--- src/rtl/bootram_loader_pkg.sv ---
// bootram_loader_pkg
// Shared types and helpers for the boot-RAM loader:
//   state_t        loader FSM encoding
//   SYNC_BYTE_DEF  default frame start marker
//   LEN_W          width of the frame length field
//   cap_of()       maximum payload length for a lane/address geometry
//   lane_of()      byte index -> lane select
//   addr_of()      byte index -> per-lane address
package bootram_loader_pkg;

    localparam int         LEN_W         = 16;
    localparam logic [7:0] SYNC_BYTE_DEF = 8'hA5;

    typedef enum logic [2:0] {
        S_IDLE,
        S_LEN_H,
        S_LEN_L,
        S_DATA,
        S_CSUM,
        S_VERIFY,
        S_DONE,
        S_ERR
    } state_t;

    // One extra bit so the default geometry (8192) and larger ones still compare
    // correctly against a 16-bit length.
    function automatic logic [LEN_W:0] cap_of(input int num_lanes, input int addr_w);
        return (LEN_W+1)'(num_lanes << addr_w);
    endfunction

    function automatic logic [1:0] lane_of(input logic [LEN_W-1:0] idx, input int num_lanes);
        return idx[1:0] & 2'(num_lanes - 1);
    endfunction

    function automatic logic [LEN_W-1:0] addr_of(input logic [LEN_W-1:0] idx, input int num_lanes);
        case (num_lanes)
            4:       return idx >> 2;
            2:       return idx >> 1;
            default: return idx;
        endcase
    endfunction

endpackage

--- src/rtl/bootram_lane_wr.sv ---
// bootram_lane_wr
// Registered access port into the byte-lane boot RAMs. A write or read strobe
// in one cycle becomes exactly one cycle of lane enable, address and data on
// the RAM pins in the next cycle.
// Ports:
//   clk, resetn        clock, async active-low reset
//   wr_stb, rd_stb     request a write / read of byte index idx
//   idx, data          byte index and write data
//   ram_ce             one-hot lane enable
//   ram_ad, ram_din    lane address and shared write data
//   ram_wre, ram_oce   write enable, output-register enable
module bootram_lane_wr
    import bootram_loader_pkg::*;
#(
    parameter int ADDR_W    = 11,
    parameter int NUM_LANES = 4
) (
    input  logic                 clk,
    input  logic                 resetn,
    input  logic                 wr_stb,
    input  logic                 rd_stb,
    input  logic [LEN_W-1:0]     idx,
    input  logic [7:0]           data,
    output logic [NUM_LANES-1:0] ram_ce,
    output logic [ADDR_W-1:0]    ram_ad,
    output logic [7:0]           ram_din,
    output logic                 ram_wre,
    output logic                 ram_oce
);

    logic [1:0]           lane;
    logic [NUM_LANES-1:0] ce_sel;

    always_comb begin
        lane   = lane_of(idx, NUM_LANES);
        ce_sel = '0;
        for (int k = 0; k < NUM_LANES; k++) begin
            ce_sel[k] = (lane == 2'(k));
        end
    end

    always_ff @(posedge clk or negedge resetn) begin
        if (!resetn) begin
            ram_ce  <= '0;
            ram_ad  <= '0;
            ram_din <= '0;
            ram_wre <= 1'b0;
            ram_oce <= 1'b0;
        end else begin
            ram_ce  <= (wr_stb || rd_stb) ? ce_sel : '0;
            ram_wre <= wr_stb;
            ram_oce <= rd_stb && !wr_stb;
            if (wr_stb || rd_stb) begin
                ram_ad <= ADDR_W'(addr_of(idx, NUM_LANES));
            end
            if (wr_stb) begin
                ram_din <= data;
            end
        end
    end

endmodule

--- src/rtl/bootram_loader.sv ---
// bootram_loader
// Receives a framed byte stream (SYNC, LEN_H, LEN_L, payload, CSUM), writes the
// payload round-robin into the boot-RAM byte lanes, checks the 8-bit payload
// sum and releases the CPU from reset on success.
// Optional read-back verification of the loaded image: BOOTRAM_LOADER_VERIFY_EN.
// Ports:
//   clk, resetn             clock, async active-low reset
//   in_data/valid/ready     RX byte stream
//   ram_ce/wre/oce/reset    lane enables and controls
//   ram_ad/din/dout         lane address, write data, lane read data
//   cpu_resetn              CPU reset, released after a good load
//   load_ok/err, busy       status
//
// state    | meaning
// ---------+---------------------------------------------------
// S_IDLE   | hunting for SYNC_BYTE, other bytes dropped
// S_LEN_H  | waiting for length high byte
// S_LEN_L  | waiting for length low byte, range check
// S_DATA   | payload bytes, one RAM write each
// S_CSUM   | waiting for checksum byte
// S_VERIFY | reading image back and re-summing (optional)
// S_DONE   | CPU released, terminal until reset
// S_ERR    | bad frame, CPU held, hunting for SYNC_BYTE
module bootram_loader
    import bootram_loader_pkg::*;
#(
    parameter int         ADDR_W    = 11,
    parameter int         NUM_LANES = 4,
    parameter logic [7:0] SYNC_BYTE = SYNC_BYTE_DEF
) (
    input  logic                   clk,
    input  logic                   resetn,
    input  logic [7:0]             in_data,
    input  logic                   in_valid,
    output logic                   in_ready,
    output logic [NUM_LANES-1:0]   ram_ce,
    output logic                   ram_wre,
    output logic                   ram_oce,
    output logic                   ram_reset,
    output logic [ADDR_W-1:0]      ram_ad,
    output logic [7:0]             ram_din,
    input  logic [8*NUM_LANES-1:0] ram_dout,
    output logic                   cpu_resetn,
    output logic                   load_ok,
    output logic                   load_err,
    output logic                   busy
);

    localparam logic [LEN_W:0] CAP = cap_of(NUM_LANES, ADDR_W);

    state_t           state, state_nxt;
    logic [7:0]       len_h_q;
    logic [LEN_W-1:0] idx_q;
    logic [LEN_W-1:0] rem_q;   // bytes (or reads) still to go
    logic [7:0]       sum_q;

    logic             acc;
    logic [LEN_W-1:0] len_w;
    logic             len_bad;
    logic             wr_stb;
    logic             rd_stb;

    assign acc     = in_valid && in_ready;
    assign len_w   = {len_h_q, in_data};
    assign len_bad = (len_w == '0) || ({1'b0, len_w} > CAP);
    assign wr_stb  = acc && (state == S_DATA);

`ifdef BOOTRAM_LOADER_VERIFY_EN
    logic [LEN_W-1:0] len_q;
    logic [LEN_W-1:0] smp_rem;
    logic             rd_d1, rd_d2;
    logic [1:0]       lane_d1, lane_d2;
    logic [7:0]       rb_sum;
    logic [7:0]       rb_byte;
    logic             vfy_done, vfy_ok;

    assign rd_stb = (state == S_VERIFY) && (rem_q != '0);

    always_comb begin
        rb_byte = '0;
        for (int k = 0; k < NUM_LANES; k++) begin
            if (lane_d2 == 2'(k)) begin
                rb_byte = ram_dout[8*k +: 8];
            end
        end
    end

    // Read data is valid two cycles after the read strobe: one for the
    // registered port, one for the RAM's own output register.
    assign vfy_done = rd_d2 && (smp_rem == LEN_W'(1));
    assign vfy_ok   = (8'(rb_sum + rb_byte) == sum_q);

    always_ff @(posedge clk or negedge resetn) begin
        if (!resetn) begin
            len_q   <= '0;
            smp_rem <= '0;
            rd_d1   <= 1'b0;
            rd_d2   <= 1'b0;
            lane_d1 <= '0;
            lane_d2 <= '0;
            rb_sum  <= '0;
        end else begin
            rd_d1   <= rd_stb;
            rd_d2   <= rd_d1;
            lane_d1 <= lane_of(idx_q, NUM_LANES);
            lane_d2 <= lane_d1;
            if (state == S_LEN_L && acc) begin
                len_q <= len_w;
            end
            if (state == S_CSUM && acc) begin
                smp_rem <= len_q;
                rb_sum  <= '0;
            end else if (rd_d2) begin
                smp_rem <= smp_rem - 1'b1;
                rb_sum  <= rb_sum + rb_byte;
            end
        end
    end
`else
    logic unused_dout;
    assign rd_stb      = 1'b0;
    assign unused_dout = ^ram_dout;
`endif

    always_ff @(posedge clk or negedge resetn) begin
        if (!resetn) begin
            state <= S_IDLE;
        end else begin
            state <= state_nxt;
        end
    end

    always_comb begin
        state_nxt = state;
        case (state)
            S_IDLE, S_ERR: if (acc && in_data == SYNC_BYTE) state_nxt = S_LEN_H;
            S_LEN_H:       if (acc) state_nxt = S_LEN_L;
            S_LEN_L:       if (acc) state_nxt = len_bad ? S_ERR : S_DATA;
            S_DATA:        if (acc && rem_q == LEN_W'(1)) state_nxt = S_CSUM;
            S_CSUM: begin
                if (acc) begin
                    if (in_data != sum_q) begin
                        state_nxt = S_ERR;
                    end else begin
`ifdef BOOTRAM_LOADER_VERIFY_EN
                        state_nxt = S_VERIFY;
`else
                        state_nxt = S_DONE;
`endif
                    end
                end
            end
`ifdef BOOTRAM_LOADER_VERIFY_EN
            S_VERIFY:      if (vfy_done) state_nxt = vfy_ok ? S_DONE : S_ERR;
`endif
            S_DONE:        state_nxt = S_DONE;
            default:       state_nxt = S_IDLE;
        endcase
    end

    always_ff @(posedge clk or negedge resetn) begin
        if (!resetn) begin
            len_h_q <= '0;
            idx_q   <= '0;
            rem_q   <= '0;
            sum_q   <= '0;
        end else begin
            case (state)
                S_LEN_H: if (acc) len_h_q <= in_data;
                S_LEN_L: begin
                    if (acc) begin
                        rem_q <= len_w;
                        idx_q <= '0;
                        sum_q <= '0;
                    end
                end
                S_DATA: begin
                    if (acc) begin
                        idx_q <= idx_q + 1'b1;
                        rem_q <= rem_q - 1'b1;
                        sum_q <= sum_q + in_data;
                    end
                end
`ifdef BOOTRAM_LOADER_VERIFY_EN
                S_CSUM: begin
                    if (acc) begin
                        idx_q <= '0;
                        rem_q <= len_q;
                    end
                end
                S_VERIFY: begin
                    if (rem_q != '0) begin
                        idx_q <= idx_q + 1'b1;
                        rem_q <= rem_q - 1'b1;
                    end
                end
`endif
                default: ;
            endcase
        end
    end

    bootram_lane_wr #(
        .ADDR_W    (ADDR_W),
        .NUM_LANES (NUM_LANES)
    ) u_lane_wr (
        .clk     (clk),
        .resetn  (resetn),
        .wr_stb  (wr_stb),
        .rd_stb  (rd_stb),
        .idx     (idx_q),
        .data    (in_data),
        .ram_ce  (ram_ce),
        .ram_ad  (ram_ad),
        .ram_din (ram_din),
        .ram_wre (ram_wre),
        .ram_oce (ram_oce)
    );

    assign in_ready   = !(state == S_DONE || state == S_VERIFY);
    assign busy       = (state == S_LEN_H) || (state == S_LEN_L) || (state == S_DATA) ||
                        (state == S_CSUM)  || (state == S_VERIFY);
    assign cpu_resetn = (state == S_DONE);
    assign load_ok    = (state == S_DONE);
    assign load_err   = (state == S_ERR);
    assign ram_reset  = 1'b0;

endmodule
--- config.mk ---
export PLATFORM = sky130hd
export DESIGN_NAME = bootram_loader
export DESIGN_NICKNAME = d
export VERILOG_FILES = /design/src/rtl/bootram_loader_pkg.sv /design/src/rtl/bootram_lane_wr.sv /design/src/rtl/bootram_loader.sv
export SDC_FILE = /design/constraint.sdc
export NUM_CORES = 1
export LEC_CHECK = 0
export ABC_CLOCK_PERIOD_IN_PS = 1700
export CAP_MARGIN = 30
export CORE_MARGIN = 2
export CORE_UTILIZATION = 42
export DETAILED_ROUTE_END_ITERATION = 6
export HOLD_SLACK_MARGIN = 0.15
export PLACE_DENSITY_LB_ADDON = 0.12
export SLEW_MARGIN = 20
export SYNTH_ARGS = -nofsm -noshare
export SYNTH_HDL_FRONTEND = slang
export SYNTH_SLANG_ARGS = --single-unit
export TNS_END_PERCENT = 20
--- constraint.sdc ---
create_clock -name clk -period 1.7 [get_ports clk]
set_input_delay 0.425 -clock clk [delete_from_list [all_inputs] [get_ports clk]]
set_output_delay 0.425 -clock clk [all_outputs]
set_load 0.05 [all_outputs]
==> results_dict.tcl <==
set metrics [dict create \
    status "finished, violations left" \
    violations "setup timing" \
    min_period_ns 1.79 \
    drt_wl_total_um 9570 \
    grt_pass1_wl_um 16000 \
    rows 34 \
    place_ws_ns -0.661 \
    ant_nets 0 \
    crit_path_top_delay_cell "dfrtp_1" \
    hold_violations 0 \
    rrSetupSlack_ns -0.09 \
    drc 0 \
    drt_iter0_markers 112 \
    cts-root-buf "clkbuf_8" \
    dieArea_mm2 0.00985 \
    start_util_pct 43.5 \
    path_clk_slew_ns 0.08 \
    die_w_um 99.2 \
    grt_pass1_vias 3291 \
    yosys.area.top_type "dfrtp_1" \
    fp.coreArea_mm2 0.00876 \
    io_pins 74 \
    die_h_um 99.2 \
    r2r-end "sum_q[6]" \
    routabilityCongestion 0.861 \
    worstHoldPathType "reg2reg" \
    final_common_cell "buf_4" \
    vias 3396 \
    cp-endpoint "sum_q[6]" \
    yosys.area.top_type_share_pct 47.3 \
    synth_area_per_cell_um2 9.13 \
    crit_type "reg2reg" \
    power.leakage_nw 2.49 \
    antenna_found_initial 0 \
    r2r-start "sum_q[0]" \
    setup_viol 6 \
    crit_required_ns 1.92 \
    wire_per_inst_um 15.0 \
    clock-sinks 72 \
    postSynthRegisterBits 72 \
    rsz0062_at_grt "true" \
    finalCritPeriodShare_pct 105 \
    synthDistinctLibCells 57 \
    arrival_ns 2.01 \
    grt_use_total_pct 20.3 \
    seq_area_frac_synth_pct 47.3 \
    fin_skew_ns 0.00770 \
    max_freq_ghz 0.559 \
    ir_drop_mv 0.877 \
    regArea_mm2 0.00180 \
    synthFlopType "dfrtp_1" \
    finalSetupTns_ns -0.296 \
    final_cell_mix "buf_4, nand2_1, dfrtp_1" \
    ff2ff_path_depth 7 \
    grt.overflow.total 0 \
    endpoint_kind "flop" \
    drtPass1Iterations 4 \
    synthCells 417 \
    cpPeakStageDelay_ns 0.41 \
    cp_common_cell "a21o_1" \
    hpwl_um 6940 \
    critPathLaunch "sum_q[0]" \
    synth_area_mm2 0.00381 \
    yosysWarnings 0 \
    crit_path_start_kind "flop" \
    tritoncts "done" \
    fin_nets 581 \
    slew_viol_final 0 \
    synth_area_leaders "dfrtp_1, nand2_1, ha_1" \
    antenna_cells 0 \
    async_flop_share_pct 100 \
    numPortBuffers 39 \
    drive_gt1_share_pct 33.3 \
    clk_latency_ns 0.35 \
    cp_cell_sequence "ha_4 -> fa_2 -> a21o_1 -> a21o_1 -> a21oi_2 -> or4b_4 -> nand3_2" \
    htreeDepth 3 \
    path_max_fanout 3 \
    drt-vias-per-instance 5.33 \
    multi_input_area_mm2 0.00208 \
    fin_ws_ns -0.0896 \
    grt_max_degree 41 \
    synth_edf_count 0 \
    syn_to_final_growth_pct 38.8 \
    clockBufferDepth 2 \
    cts_made_buffers 9 \
    maxCapViolCount 0 \
    totalPowerFinal_mw 9.55 \
    fillers 787 \
    power_density_mw_per_mm2 1810 \
]
[critical path, delay by kind of cell (launching register included)]
| family | cells | cell delay (ns) |
|---|---|---|
| AOI/OAI and AO/OA | 3 | 0.53 |
| DFF | 1 | 0.41 |
| and+or+nand+nor | 2 | 0.19 |
| adders and majority gates | 2 | 0.55 |
[synth_stat cells (2+ instances only)]
cell type  instances
nand4_1            4
a22o_1             4
o21ai_0           31
nand2b_1           2
xnor2_1            4
clkbuf_1          16
nor2b_1            4
nor3b_1            2
o211ai_1           2
a31oi_1            2
a211oi_1           4
nor3_1            10
dfrtp_1           72
a22oi_1            2
mux2_2             8
a21o_1             6
nand3_1            6
buf_4              3
o32ai_1            2
nor4b_1            2
nor4_1             9
and2_1             2
a211o_1            2
inv_1             11
a21o_2             2
a21oi_1           27
ha_1              13
or3_1              5
nor2_1            22
nand2_1           85
o22ai_1            6
and3_1             8
nand3b_1           2
buf_2              5
o21a_1             2
mux2i_1            3
xor2_1             7
[routing by layer]
| layer | up-vias | wire length (um) | GRT usage (%) |
|---|---|---|---|
| li1 | 1678 | - | - |
| met1 | 1649 | 4330 | 27.1 |
| met2 | 55 | 4710 | 32.7 |
| met4 | 0 | 218 | 7.69 |
| met5 | - | 0 | 0 |
| met3 | 14 | 301 | 4.08 |
[worst min path at each step]
| stage | depth (start not counted) | slack, ns | from | to |
|---|---|---|---|---|
| final | 2 | 0.48 | u_lane_wr.ram_ad[1] | u_lane_wr.ram_ad[1] |
| after global routing | 2 | 0.50 | u_lane_wr.ram_din[0] | u_lane_wr.ram_din[0] |
| after CTS | 2 | 0.48 | u_lane_wr.ram_din[1] | u_lane_wr.ram_din[1] |
| after detailed placement | 2 | 0.43 | resetn | idx_q[7] |
| after global placement | 2 | 0.43 | resetn | idx_q[7] |
| after floorplan | 0 | 0.13 | resetn | idx_q[0] |
[where the power goes]
part	leakage [nW]	internal, mW	switching, mW
clock	0.0952	0.677	0.677
combinational	1.50	2.41	2.90
sequential	0.894	2.35	0.528
total	2.49	5.44	4.10
[final cells by class]
cell class / instances / area share (%)
inverters: 11 / 0.781
clock buffers: 9 / 2.34
multi-input cells: 310 / 39.3
flip-flops and latches: 72 / 34.1
repair buffers: 120 / 19.6
well taps: 108 / 2.56
clock inverters: 7 / 1.37
[kinds of logic after synthesis]
kind of cell / after synthesis / share of synthesized area [%]
other: 1 / 0.0985
adders and majority gates: 14 / 4.80
buffers and inverters: 36 / 4.01
AOI/OAI and AO/OA: 99 / 16.1
DFF: 72 / 47.3
muxes: 11 / 3.15
xor gates and xnor gates: 11 / 2.53
and+or+nand+nor: 173 / 22.0
[timing repair]
item                                    CTS  global route
pin swaps                                18             6
endpoints found under the setup margin   17            32
hold buffers                              1             0
setup buffers                             7             2
resized for setup                        27            22
endpoints found under the hold margin    54             0
[through the flow]
| stage | hold WS, ns | utilization, % | instance area, um2 | cells |
|---|---|---|---|---|
| floorplan | 0.129 | - | 3880 | 418 |
| global placement | 0.427 | 55.0 | 4820 | 611 |
| detailed placement | 0.426 | 55.0 | 4820 | 611 |
| CTS | 0.483 | 59.2 | 5190 | 635 |
| global route | 0.503 | 60.3 | 5290 | 637 |
| finish | 0.476 | 60.3 | 5290 | 637 |
[sequential cells by signal (all words and copies together), names as in the netlist]
signal,flops
u_lane_wr.ram_ad,11
u_lane_wr.ram_wre,1
len_h_q,8
u_lane_wr.ram_ce,4
u_lane_wr.ram_din,8
sum_q,8
idx_q,13
state,3
rem_q,16
(Power assumes the default switching activity.)
